===== config.mk =====
export PLATFORM = sky130hd
export DESIGN_NAME = move_cmd_encoder
export DESIGN_NICKNAME = d
export VERILOG_FILES = /design/src/rtl/game_pkg.sv /design/src/rtl/button_debouncer.sv /design/src/rtl/move_cmd_encoder.sv
export SDC_FILE = /design/constraint.sdc
export NUM_CORES = 1
export LEC_CHECK = 0
export CAP_MARGIN = 40
export CORE_MARGIN = 2
export CORE_UTILIZATION = 30
export CTS_CLUSTER_SIZE = 25
export DETAILED_ROUTE_END_ITERATION = 10
export GPL_ROUTABILITY_DRIVEN = 0
export PLACE_DENSITY = 0.5
export SLEW_MARGIN = 20
export SYNTH_ARGS = -nofsm -noshare
export SYNTH_HDL_FRONTEND = slang
export SYNTH_HIERARCHICAL = 1
export SYNTH_SLANG_ARGS = --single-unit

===== constraint.sdc =====
create_clock -name clk -period 1.7 [get_ports clk]
set_input_delay 0.255 -clock clk [delete_from_list [all_inputs] [get_ports clk]]
set_output_delay 0.255 -clock clk [all_outputs]
set_load 0.02 [all_outputs]

===== src/rtl/game_pkg.sv =====
// Shared types and constants for the lab4 game controller front-end.
// Direction/state enums plus button-to-direction helpers.
package game_pkg;

  typedef enum logic [2:0] {
    DIR_NONE,
    DIR_UP,
    DIR_DOWN,
    DIR_LEFT,
    DIR_RIGHT
  } dir_t;

  typedef enum logic [1:0] {
    IDLE,
    ISSUE,
    WAIT_DONE,
    RELEASE
  } move_state_t;

  localparam int DEBOUNCE_DEFAULT = 500_000;
  localparam int REPEAT_DEFAULT   = 25_000_000;

  // Button vector bit order: 0 up, 1 down, 2 left, 3 right.
  function automatic dir_t pick_dir(input logic [3:0] ev);
    dir_t d;
    if (ev[0])      d = DIR_UP;
    else if (ev[1]) d = DIR_DOWN;
    else if (ev[2]) d = DIR_LEFT;
    else if (ev[3]) d = DIR_RIGHT;
    else            d = DIR_NONE;
    return d;
  endfunction

  function automatic logic [3:0] dir_mask(input dir_t d);
    logic [3:0] m;
    m = 4'b0000;
    unique case (d)
      DIR_UP:    m = 4'b0001;
      DIR_DOWN:  m = 4'b0010;
      DIR_LEFT:  m = 4'b0100;
      DIR_RIGHT: m = 4'b1000;
      default:   m = 4'b0000;
    endcase
    return m;
  endfunction

endpackage


===== src/rtl/button_debouncer.sv =====
// One button path: 2-flop synchronizer, debounce counter and
// one-cycle press event on the debounced 0->1 transition.
module button_debouncer
  import game_pkg::*;
#(
  parameter int DEBOUNCE_CYCLES = DEBOUNCE_DEFAULT
) (
  input  logic clk,
  input  logic reset,
  input  logic btn_n,
  output logic level,
  output logic press
);

  localparam int W = $clog2(DEBOUNCE_CYCLES + 1);
  localparam logic [W-1:0] LAST = W'(DEBOUNCE_CYCLES - 1);

  logic         sync1;
  logic         sync2;
  logic         level_d;
  logic [W-1:0] cnt;

  // Bring the raw pin into clk, inverted so 1 means pressed.
  always_ff @(posedge clk or posedge reset) begin
    if (reset) begin
      sync1 <= 1'b0;
      sync2 <= 1'b0;
    end else begin
      sync1 <= ~btn_n;
      sync2 <= sync1;
    end
  end

  // Accept a new level only after DEBOUNCE_CYCLES mismatching samples.
  always_ff @(posedge clk or posedge reset) begin
    if (reset) begin
      level <= 1'b0;
      cnt   <= '0;
    end else if (sync2 == level) begin
      cnt <= '0;
    end else if (cnt == LAST) begin
      level <= ~level;
      cnt   <= '0;
    end else begin
      cnt <= cnt + 1'b1;
    end
  end

  // Registered rising-edge detect of the debounced level.
  always_ff @(posedge clk or posedge reset) begin
    if (reset) begin
      level_d <= 1'b0;
      press   <= 1'b0;
    end else begin
      level_d <= level;
      press   <= level & ~level_d;
    end
  end

endmodule


===== src/rtl/move_cmd_encoder.sv =====
// Button front-end: debounce, arbitrate, issue one move per press.
// Optional auto-repeat while held: define MOVE_AUTO_REPEAT_EN.
module move_cmd_encoder
  import game_pkg::*;
#(
  parameter int DEBOUNCE_CYCLES = DEBOUNCE_DEFAULT,
  parameter int REPEAT_CYCLES   = REPEAT_DEFAULT
) (
  input  logic clk,
  input  logic reset,
  input  logic btn_up_n,
  input  logic btn_down_n,
  input  logic btn_left_n,
  input  logic btn_right_n,
  input  logic game_over,
  input  logic move_done,
  output logic up,
  output logic down,
  output logic left,
  output logic right,
  output logic busy
);

  logic [3:0]  lvl;
  logic [3:0]  prs;
  logic [3:0]  btn_n;
  move_state_t state;
  move_state_t state_nx;
  dir_t        dir;
  dir_t        dir_nx;
  logic        rpt_fire;

  assign btn_n = {btn_right_n, btn_left_n, btn_down_n, btn_up_n};

  for (genvar i = 0; i < 4; i++) begin : g_btn
    button_debouncer #(
      .DEBOUNCE_CYCLES(DEBOUNCE_CYCLES)
    ) u_deb (
      .clk   (clk),
      .reset (reset),
      .btn_n (btn_n[i]),
      .level (lvl[i]),
      .press (prs[i])
    );
  end

`ifdef MOVE_AUTO_REPEAT_EN
  localparam int RW = $clog2(REPEAT_CYCLES + 1);
  localparam logic [RW-1:0] RLAST = RW'(REPEAT_CYCLES - 1);

  logic [RW-1:0] rpt_cnt;
  logic          rpt_stop;
  logic          hold_ok;

  assign hold_ok  = (lvl == dir_mask(dir)) && !game_over && !rpt_stop;
  assign rpt_fire = (state == RELEASE) && hold_ok && (rpt_cnt == RLAST);

  // Hold timer; any disturbance stops repeating until the next release.
  always_ff @(posedge clk or posedge reset) begin
    if (reset) begin
      rpt_cnt  <= '0;
      rpt_stop <= 1'b0;
    end else if (state != RELEASE) begin
      rpt_cnt  <= '0;
      rpt_stop <= 1'b0;
    end else if (!hold_ok) begin
      rpt_cnt  <= '0;
      rpt_stop <= 1'b1;
    end else if (rpt_fire) begin
      rpt_cnt <= '0;
    end else begin
      rpt_cnt <= rpt_cnt + 1'b1;
    end
  end
`else
  logic unused_repeat;
  assign unused_repeat = (REPEAT_CYCLES > 0);
  assign rpt_fire = 1'b0;
`endif

  // Next-state, arbitration and direction latch.
  always_comb begin
    state_nx = state;
    dir_nx   = dir;
    unique case (state)
      IDLE: begin
        if (|prs && !game_over) begin
          state_nx = ISSUE;
          dir_nx   = pick_dir(prs);
        end
      end
      ISSUE: state_nx = WAIT_DONE;
      WAIT_DONE: begin
        if (move_done || game_over) state_nx = RELEASE;
      end
      RELEASE: begin
        if (lvl == 4'b0000) begin
          state_nx = IDLE;
          dir_nx   = DIR_NONE;
        end else if (rpt_fire) begin
          state_nx = ISSUE;
        end
      end
      default: begin
        state_nx = IDLE;
        dir_nx   = DIR_NONE;
      end
    endcase
  end

  // State and latched direction registers.
  always_ff @(posedge clk or posedge reset) begin
    if (reset) begin
      state <= IDLE;
      dir   <= DIR_NONE;
    end else begin
      state <= state_nx;
      dir   <= dir_nx;
    end
  end

  // Registered outputs decoded from the upcoming state and direction.
  always_ff @(posedge clk or posedge reset) begin
    if (reset) begin
      up    <= 1'b0;
      down  <= 1'b0;
      left  <= 1'b0;
      right <= 1'b0;
      busy  <= 1'b0;
    end else begin
      up    <= (state_nx == ISSUE) && (dir_nx == DIR_UP);
      down  <= (state_nx == ISSUE) && (dir_nx == DIR_DOWN);
      left  <= (state_nx == ISSUE) && (dir_nx == DIR_LEFT);
      right <= (state_nx == ISSUE) && (dir_nx == DIR_RIGHT);
      busy  <= (state_nx == ISSUE) || (state_nx == WAIT_DONE);
    end
  end

endmodule

Word-level counts from Yosys, hierarchy flattened
Cells that the tools add are included.
Widths: inputs -> output; s select.
Word-level totals
  bits of input ports: 8
  register bits: 106
Cells by class
  bitwise gates (word level): 20
  multiplexer cells: 19
  add/sub/neg operators: 4
  eq/ne operators: 17
  reductions and logical operators: 15
Operators with widths (count)
  $mux 19: 8
  $add 19x1->19 const B: 4
  $eq 19x19->1 const B: 4
  $mux 3: 6
  $not 1->1: 16
  $pmux 2 s4: 1
  $reduce_and 2->1: 4
  $eq 2x2->1 const B: 3
  $eq 3x2->1 const B: 2
  $mux 2: 3
  $pmux 3 s2: 1
  $logic_and 1x1->1: 5
  $and 1x1->1: 4
  $eq 1x1->1: 4
  $eq 2x1->1 const B: 2
  $logic_not 4->1: 1
  $reduce_or 4->1: 1
  $eq 3x1->1 const B: 1
  $eq 3x3->1 const B: 1
  $logic_not 2->1: 1
  $logic_or 1x1->1: 2
  $logic_not 1->1: 1

Depth between registers and ports, before layout
  word-level depth: 8
  depth in mapped cells: 9
  depth with buffers taken out: 9

Modules after synthesis
The synthesis kept the hierarchy.
Modules (own cells, without submodules)
  button_debouncer: cells each 108, area an instance 1124.8 µm², instances 4
  move_cmd_encoder: cells each 55, area an instance 563.0 µm², instances 1

Least setup slack after synthesis
OpenSTA, ideal clock, no wires.
  kind: flip-flop to flip-flop
  from: register g_btn[1].u_deb.level
  to: register left
  stages on the path, launching flop included: 8
  arrival: 1.734 ns
  setup slack: -0.122 ns
  setup time: 0.088 ns
  required time: 1.612 ns
  path through: dfrtp_1 > o41a_1 > nor2_1 > a31o_2 > ha_1 > inv_1 > or2_1 > nor3b_1
On the way
  longest elaborated chain between the ends: 5
RTL lines
  start: declaration: line button_debouncer.sv:11  | output logic level,
  start signal: assignment: line button_debouncer.sv:42  | level <= ~level;
  $logic_not 4->1 *: line move_cmd_encoder.sv:97  | if (lvl == 4'b0000) begin
  $mux 2 or $mux 3 (tied branches): line move_cmd_encoder.sv:97
  $pmux 2 s4 or $pmux 3 s2 (tied branches): line move_cmd_encoder.sv:85  | unique case (state)
  $eq 2x1->1 or $eq 3x2->1 (tied branches): line move_cmd_encoder.sv:133  | left <= (state_nx == ISSUE) && (dir_nx == DIR_LEFT);
  $logic_and 1x1->1 *: line move_cmd_encoder.sv:133
  end signal: assignment: line move_cmd_encoder.sv:133
  end: declaration: line move_cmd_encoder.sv:19  | output logic left,
Every way passes the cells marked *; elsewhere a longest branch is shown, timed or not.
A chain may end at the register's enable or synchronous reset.

Worst setup path after layout
  from: register state[0]
  to: register down
On the way
  longest elaborated chain between the ends: 4
RTL lines
  start: declaration: line move_cmd_encoder.sv:27  | move_state_t state;
  start signal: assignment: line move_cmd_encoder.sv:117  | state <= state_nx;
  $eq 2x2->1 (tied with other cells): line move_cmd_encoder.sv:85
  $pmux 2 s4 *: line move_cmd_encoder.sv:85
  named net state_nx[0]: line move_cmd_encoder.sv:28  | move_state_t state_nx;
  $eq 2x1->1 *: line move_cmd_encoder.sv:132  | down <= (state_nx == ISSUE) && (dir_nx == DIR_DOWN);
  $logic_and 1x1->1 *: line move_cmd_encoder.sv:132
  end signal: assignment: line move_cmd_encoder.sv:132
  end: declaration: line move_cmd_encoder.sv:18  | output logic down,
The timed path passes the listed nets; every way through them passes the cells marked *.

==> out/qor.txt <==
status -> finished with violations
violated checks -> setup timing
initial antenna violation count -> 0
DIE WIDTH -> 134 um
Fmax achieved -> 546 MHz
hold buffer count at cts -> 0
final instance area -> 0.00633 mm2
Die Height -> 134 um
Worst setup SP type -> register
Worst Slack Setup Final -> -0.133 ns
syn avg cell area -> 10.4 um2
Reg area -> 0.00266 mm2
share of the synthesized area in the top cell type -> 0.524
Root Buffer Master -> clkbuf_16
FF-to-FF Start -> state[0]
DP HPWL -> 7.16 mm
core area -> 0.0165 mm2
Synthesized Nets -> 503
Yosys cell types -> 47
multi-input logic area -> 0.00241 mm2
R2R Setup Slk -> -0.13 ns
Die ar. -> 0.0179 mm2
global-route wire length before repair -> 17.6 mm
Mapped Cells -> 487
Synth Area in Compound Gates -> 0.0573
Top FF cell, synth -> dfrtp_1
largest family of logic cells by synthesized area -> simple AND/OR/NAND/NOR gates
async set-or-reset flop fraction in the synthesized netlist -> 1.00
clock latency on the worst-skew pair -> 0.35 ns
Worst EP arrival -> 2.11 ns
row cnt -> 47
all-layer global routing usage -> 0.120
most frequent cells after synthesis -> dfrtp_1 (106), nor2_1 (79), xnor2_1 (32), xor2_1 (28)
Worst-path clk slew -> 0.07 ns
slowest CP cell -> dfrtp_1
CTS tree -> done
Clock Sinks -> 106
Seq/Total Area, Yosys -> 0.524
clk buf depth -> 2
Pleak -> 2.68 nW
Crit Path Max Fanout -> 3
top-count cell post-synth -> dfrtp_1
post-layout min period -> 1.83 ns
Port Buffers -> 12
diode count -> 0
H-Tree Depth -> 3
yosys warns -> 6
Placed Area -> 0.00583 mm2
total gr overflow -> 0
Rel. slew slack -> 0.743
WHS -> 0.249 ns
Worst path top cell family by delay -> compound AO/OA/AOI/OAI gates
Setup-failing EPs final -> 4
Detailed Routing Iterations Pass 1 -> 4
final worst-path cycle share -> 1.08
fin nets -> 569
RSZ-0062 raised after global routing -> yes
mux contribution to synthesized area -> 0.00890
Critical Path Sink Type -> register
final core occ -> 0.383
cell area after synthesis -> 0.00506 mm2
Filler cells -> 1599
initial DRC count -> 186
Synth area leader -> dfrtp_1
largest net degree at the start of global routing -> 25
ranking of synthesized cells by area -> dfrtp_1 (52%), nor2_1 (5.9%), xnor2_1 (5.5%)
FF-to-FF End -> down
# Max-Cap Violations -> 0
Worst Skew -> 0.00759 ns
share of post-route cells with drive strength above 1 -> 0.237
post-synthesis adder-cell area fraction -> 0.0198
vias per cell -> 4.81
Ports -> 13
CP required -> 1.97 ns
Detail Route Antenna Nets -> 0
number of enable flip-flop cells after synthesis -> 0
Initial Utilization -> 0.306
overall routed net length -> 10.1 mm
ordered list of cells on the worst path -> ha_2 -> o41a_1 -> nor2_2 -> a21oi_2 -> o22a_1 -> ha_4 -> inv_2 -> or2_4 -> nor3_2
kind of critical path -> reg2reg
Synth Area in XOR/XNOR -> 0.104
power per cell area -> 827 mW/mm2
Hold Fails Final Rpt -> 0
Layout area overhead -> 25.1%
vias -> 3740
vias in the first global route -> 3785
Worst-Margin Slew -> 0.385 ns
Post-Synth Simple-Gate Area -> 0.258
Num CTS Buffers -> 9
worst r2r path cells -> 9
WL/cell -> 12.9 um
Buf/Inv on CP -> 1
#FFs+latches synth -> 106
hold crit path type -> in2async
number of remaining DRC errors -> 0
Max IR drop VDD -> 0.000520 V
worst stage delay on the critical path -> 0.41 ns
Slew Limit Fails -> 0
==> worst register-to-register path: stages, from the launching register on <==
cell	delay (ns)
dfrtp_1	0.41
ha_2	0.19
o41a_1	0.20
nor2_2	0.07
a21oi_2	0.09
o22a_1	0.21
ha_4	0.16
inv_2	0.03
or2_4	0.23
nor3_2	0.16
==> kinds of logic (layout without fill, tap and decap cells) <==
family | after synthesis | after routing
AOI/OAI and AO/OA | 42 | 42
xor gates and xnor gates | 60 | 60
muxes | 4 | 4
DFF | 106 | 106
adders and majority gates | 8 | 8
buffers and inverters | 34 | 105
and+or+nand+nor | 233 | 233
==> layout make-up <==
class / instances / share of cell area
sequential: 106 / 0.420
clock buffer: 9 / 0.0356
clock inverter: 7 / 0.0209
tap: 220 / 0.0435
timing repair buffer: 67 / 0.0861
inverter: 22 / 0.0130
multi-input combinational: 347 / 0.381
==> flip-flops by register name (all words and copies together), names as in the netlist <==
register	cells
state	2
g_btn.u_deb/press	4
g_btn.u_deb/level_d	4
g_btn.u_deb/sync2	4
right	1
busy	1
g_btn.u_deb/level	4
down	1
dir	3
left	1
g_btn.u_deb/cnt	76
g_btn.u_deb/sync1	4
up	1
==> how the worst max path moves through the flow <==
| stage | start | endpoint | cells after the start |
|---|---|---|---|
| 6_report | state[0] | down | 9 |
| 5_1_grt | state[0] | left | 9 |
| 4_1_cts | g_btn[1].u_deb/level | left | 7 |
| 3_5_place_dp | game_over | left | 8 |
| 3_3_place_gp | game_over | left | 8 |
| 2_1_floorplan | g_btn[2].u_deb/level | left | 7 |
==> metrics by stage <==
| step | total power [W] | TNS (ns) | instances | worst slack [ns] |
|---|---|---|---|---|
| 2_1_floorplan | 0.00273 | -0.136 | 487 | -0.0831 |
| 3_3_place_gp | 0.00281 | -0.382 | 758 | -0.164 |
| 3_5_place_dp | 0.00282 | -0.579 | 758 | -0.231 |
| 4_1_cts | 0.00534 | -0.302 | 775 | -0.110 |
| 5_1_grt | 0.00548 | -0.816 | 778 | -0.240 |
| 6_report | 0.00524 | -0.380 | 778 | -0.133 |
==> cell usage in the layout, fill, tap and decap left out, types with 7 or more instances in the layout <==
cell type	instances
dfrtp_1	99
nor2_1	74
buf_4	54
xnor2_1	32
xor2_1	28
nand2_1	24
nand3_1	20
inv_1	18
nand4_1	16
a21oi_1	13
and4_1	12
clkdlybuf4s50_1	12
nor4_1	11
nor3_1	9
clkbuf_16	9
nand4b_1	8
dfrtp_2	7
==> metal layers <==
layer  track usage  wire length (um)  up-vias
li1              -                 -     1847
met1         0.151              4760     1855
met2         0.203              4920       27
met3        0.0363               253       11
met4        0.0290               133        0
met5             0                 0        -
==> report_power, final <==
group | leakage (nW) | switching (W) | total, W | internal (W)
logic | 1.06 | 0.000114 | 0.000186 | 0.0000723
registers | 1.44 | 0.0000287 | 0.00258 | 0.00255
clock network | 0.176 | 0.000996 | 0.00247 | 0.00148
==> what timing repair did <==
action / 4_1_cts / 5_1_grt
setup buffers: 1 / 3
pin swaps: 6 / 2
gates resized for setup: 8 / 25
setup endpoints to repair: 6 / 18
Note: power is estimated with default switching activity, not from simulation.
